## config.mk

```make
export PLATFORM = sky130hd
export DESIGN_NAME = fetch_stage
export DESIGN_NICKNAME = d
export VERILOG_FILES = /design/src/rtl/fetch_stage.sv
export SDC_FILE = /design/constraint.sdc
export NUM_CORES = 1
export LEC_CHECK = 0
export CORE_MARGIN = 8
export CORE_UTILIZATION = 45
export DETAILED_ROUTE_END_ITERATION = 12
export HOLD_SLACK_MARGIN = 0.03
export PLACE_DENSITY = 0.81
export SYNTH_ARGS = -nofsm -noshare
export SYNTH_HDL_FRONTEND = slang
export SYNTH_SLANG_ARGS = --single-unit
export TNS_END_PERCENT = 5
```

## constraint.sdc

```tcl
create_clock -name clk -period 5.4 [get_ports clk]
set_input_delay 1.08 -clock clk [delete_from_list [all_inputs] [get_ports clk]]
set_output_delay 1.08 -clock clk [all_outputs]
set_load 0.005 [all_outputs]
```

## src/rtl/fetch_stage.sv

```systemverilog
// Instruction-fetch stage: owns the PC, drives a synchronous-read instruction memory
// and loads the IF/ID register, with decode stall and EX redirect/squash support.
module fetch_stage #(
    parameter int unsigned     XLEN     = 32,
    parameter logic [XLEN-1:0] RESET_PC = '0,
    parameter int unsigned     PC_STEP  = 4
) (
    input  logic            clk,
    input  logic            reset,
    input  logic            stall,
    input  logic            redirect_valid,
    input  logic [XLEN-1:0] redirect_pc,
    output logic [XLEN-1:0] imem_addr,
    input  logic [31:0]     imem_rdata,
    output logic            if_id_valid,
    output logic [XLEN-1:0] if_id_pc,
    output logic [31:0]     if_id_instr,
    output logic [31:0]     fetch_count
);

    localparam logic [31:0]     NOP        = 32'h0000_0013;
    localparam logic [XLEN-1:0] STEP       = XLEN'(PC_STEP);
    localparam logic [XLEN-1:0] ALIGN_MASK = ~XLEN'(3);

    logic [XLEN-1:0] pc_q;
    logic            data_ok_q;
    logic [XLEN-1:0] redirect_target;

    assign redirect_target = redirect_pc & ALIGN_MASK;

    // Next fetch address; a stall re-issues pc_q so imem_rdata stays stable.
    always_comb begin
        imem_addr = pc_q + STEP;
        if (redirect_valid) begin
            imem_addr = redirect_target;
        end else if (stall || !data_ok_q) begin
            imem_addr = pc_q;
        end
    end

    always_ff @(posedge clk or posedge reset) begin
        if (reset) begin
            pc_q      <= RESET_PC;
            data_ok_q <= 1'b0;
        end else begin
            pc_q      <= imem_addr;
            data_ok_q <= 1'b1;
        end
    end

    // IF/ID load: redirect squashes the wrong-path word and overrides stall.
    always_ff @(posedge clk or posedge reset) begin
        if (reset) begin
            if_id_valid <= 1'b0;
            if_id_pc    <= '0;
            if_id_instr <= NOP;
            fetch_count <= '0;
        end else if (redirect_valid) begin
            if_id_valid <= 1'b0;
            if_id_instr <= NOP;
        end else if (stall) begin
            if_id_valid <= if_id_valid;
        end else if (!data_ok_q) begin
            if_id_valid <= 1'b0;
        end else begin
            if_id_valid <= 1'b1;
            if_id_pc    <= pc_q;
            if_id_instr <= imem_rdata;
            fetch_count <= fetch_count + 32'd1;
        end
    end

endmodule

```

==> key figures <==
Logic synthesis
  • Top cell type's share of synthesized area: 0.559
  • Cell taking the most area after synthesis: dfrtp_1
  • Syn Std Cell Area: 5680 sq um
  • Avg Synthesized Cell Area: 10.9 sq um
  • Asr flop ratio synth: 1.00
  • Mapped Cells: 523
  • Adder-cell area share of the yosys netlist: 0.00440
  • Compound-Gate Fraction of Synth Area: 0.0513
  • Xor/xnor share of the synthesized area: 0.0909
  • Synth area leaders: dfrtp_1 56%, nand2_1 7.3%, mux2_2 7.1%
  • Main combinational cell family by area after synthesis: simple AND/OR/NAND/NOR gates
  • Most numerous cell in the Yosys netlist: dfrtp_1
  • Most frequent cells after synthesis: 127 x dfrtp_1, 111 x nand2_1, 36 x mux2_2
  • Ys Warns: 0
  • Dominant synthesized flop cell: dfrtp_1
  • Register area share after synthesis: 0.573
  • Mux share of post-synthesis cell area: 0.0731
  • Yosys cell types: 39
  • Number of synthesized flops with an enable pin: 0
  • Post-synthesis simple-gate area fraction: 0.186
  • Mapped Nets: 593
  • Number of synthesized register bits: 130

Global routing
  • Global-route wire length before repair: about 25,000 um
  • Gr usage total: 0.195
  • Vias in the first global route: 4,816
  • GR Overflow Total: 0
  • Initial antenna violation count: 0
  • Largest net degree at the start of global routing: 72

STA
  • Worst-Margin Slew: 1100 ps
  • Fin. max-slew vios: 0
  • Final setup fails: 0
  • Final critical-path share of the clock period: 0.871
  • Setup TNS: 0 ps
  • FMAX: 0.213 GHz
  • Final Hold Viols: 0
  • Post-Route Skew: 8.23 ps
  • Period minus WS final: 4700 ps
  • RSZ-0062 raised after global routing: false
  • Slew HR: 0.266

Critical path
  • R2R cell count: 5
  • R2R setup slack: 3260 ps
  • Crit path launch: stall
  • Worst R2R End: pc_q[30]
  • Worst Setup Path Type: in2out
  • Max Fanout on Critical Path: 12
  • Startpoint Class: input port
  • R2r startpoint: pc_q[9]
  • Critical Path Sink: imem_addr[30]
  • Crit. End Element: primary output
  • CP arrival: between 3000 and 4000 ps
  • CP required: 4320 ps

Detailed routing
  • 1st-pass router iterations: 4
  • Detailed Route WL: 15,700 um
  • Avg WL per Cell: 17.4 um
  • Via count: 4,617
  • Iteration-0 DRC Markers: 233
  • Via density: between 5 and 6
  • DRC Markers: 0
  • Post-DRT Antenna Nets: 0

Pwr
  • Pwr dens: between 300 and 400 nW/um^2
  • Peak supply drop: around 0.19 mV
  • Leak Pwr: 3.60 nW

Clock network
  • CTS tree: yes
  • Clock H-tree levels: 4
  • Count of hold-fix buffers inserted at cts: 0
  • CTS resizes: 0
  • CTS max path bufs: 2
  • Total CTS buffers: 17
  • Clock sink total: 130
  • Root Driver: clkbuf_16
  • Clock latency on the worst-skew pair: 420 ps
  • Reg clk slew, reported paths: approximately 50 ps
  • Post-CTS Setup Inserts: 0

Final layout
  • Design area: between 8000 and 9000 sq um
  • Nets@finish: 790
  • # diodes: 0
  • Syn-to-layout area delta: 49.3%
  • Layout cells sized above 1: 0.121

Die
  • Ports: 197
  • Die Y-Extent: 128 um
  • Die Span X: 128 um
  • Core region area: 12,500 sq um
  • Die footprint: 16,500 sq um
  • Initial core utilization: 0.456
  • FP Rows: 41

Placement
  • Placed cell areas: 7810 sq um
  • PortBufs: 194
  • DP HPWL: 11,700 um
  • Gp weighted congestion: 0.823

Worst hold path
  • Hold Path Class: reg2reg

Status
  • Status: completed

Run
  • Max-cap viol count: 0
flip-flops by register name (all words and copies together), names as in the netlist:
register	flops
if_id_instr	32
pc_q	32
if_id_pc	32
fetch_count	32
data_ok_q	1
if_id_valid	1
metrics by stage:
stage	setup slack (ps)	hold WS, ps	utilization	total power, mW	std cells
floorplan	856	465	-	1.33	523
global placement	768	461	0.627	1.63	873
detailed placement	700	465	0.627	1.65	873
CTS	695	476	0.681	2.96	905
global route	529	498	0.681	3.06	905
finish	699	472	0.681	2.93	905
worst min-delay path by stage:
stage | start | endpoint | slack [ps] | depth (start not counted)
detailed placement | fetch_count[31] | fetch_count[31] | 460 | 1
global placement | fetch_count[31] | fetch_count[31] | 460 | 1
CTS | fetch_count[31] | fetch_count[31] | 480 | 1
finish | fetch_count[31] | fetch_count[31] | 470 | 1
global route | fetch_count[31] | fetch_count[31] | 500 | 1
floorplan | fetch_count[31] | fetch_count[31] | 460 | 1
placed cells by master, fill, tap and decap left out, drive strengths merged, types with 9 or more instances in the layout:
| cell | count |
|---|---|
| a21oi | 30 |
| nor2 | 15 |
| mux2 | 36 |
| nand4 | 21 |
| dfrtp | 127 |
| and3 | 9 |
| clkdlybuf4s50 | 193 |
| o21ai | 25 |
| nand3 | 18 |
| xnor2 | 31 |
| xor2 | 28 |
| buf | 10 |
| nand2 | 111 |
| clkbuf | 22 |
area by class of cell:
class	count	area, sq um
fillers	945	3980
flip-flops and latches	130	3260
multi-input cells	364	2320
repair buffers	203	2000
clock buffers	22	474
well taps	172	215
clock inverters	10	203
inverters	4	17.5
kinds of logic after synthesis:
kind of cell / count (synthesis)
mux: 37
buf+inv: 29
fa+ha+maj: 2
simple gates: 208
xor+xnor: 59
flops: 130
other cells: 1
compound gates: 57
power breakdown:
group | leakage (nW) | switching [mW] | internal (mW) | total [mW]
combinational | 1.60 | 0.169 | 0.292 | 0.461
sequential | 1.67 | 0.0909 | 1.08 | 1.17
clock | 0.330 | 0.402 | 0.900 | 1.30
total | 3.60 | 0.663 | 2.27 | 2.93
worst max-delay path, cell delays in order:
cell and delay (ps):
clkdlybuf4s50_1 570, nand3b_1 340, nor2_1 150, buf_4 210, nand4_1 120, or4_1 420, o211ai_1 120, clkdlybuf4s50_1 610
layer usage:
| metal | part of all wire | global-route usage |
|---|---|---|
| met1 | 0.41 | 0.221 |
| met2 | 0.49 | 0.324 |
| met3 | 0.094 | 0.0815 |
| met4 | 0.012 | 0.0664 |
| met5 | 0 | 0 |
Power figures use the tool's default switching activity.
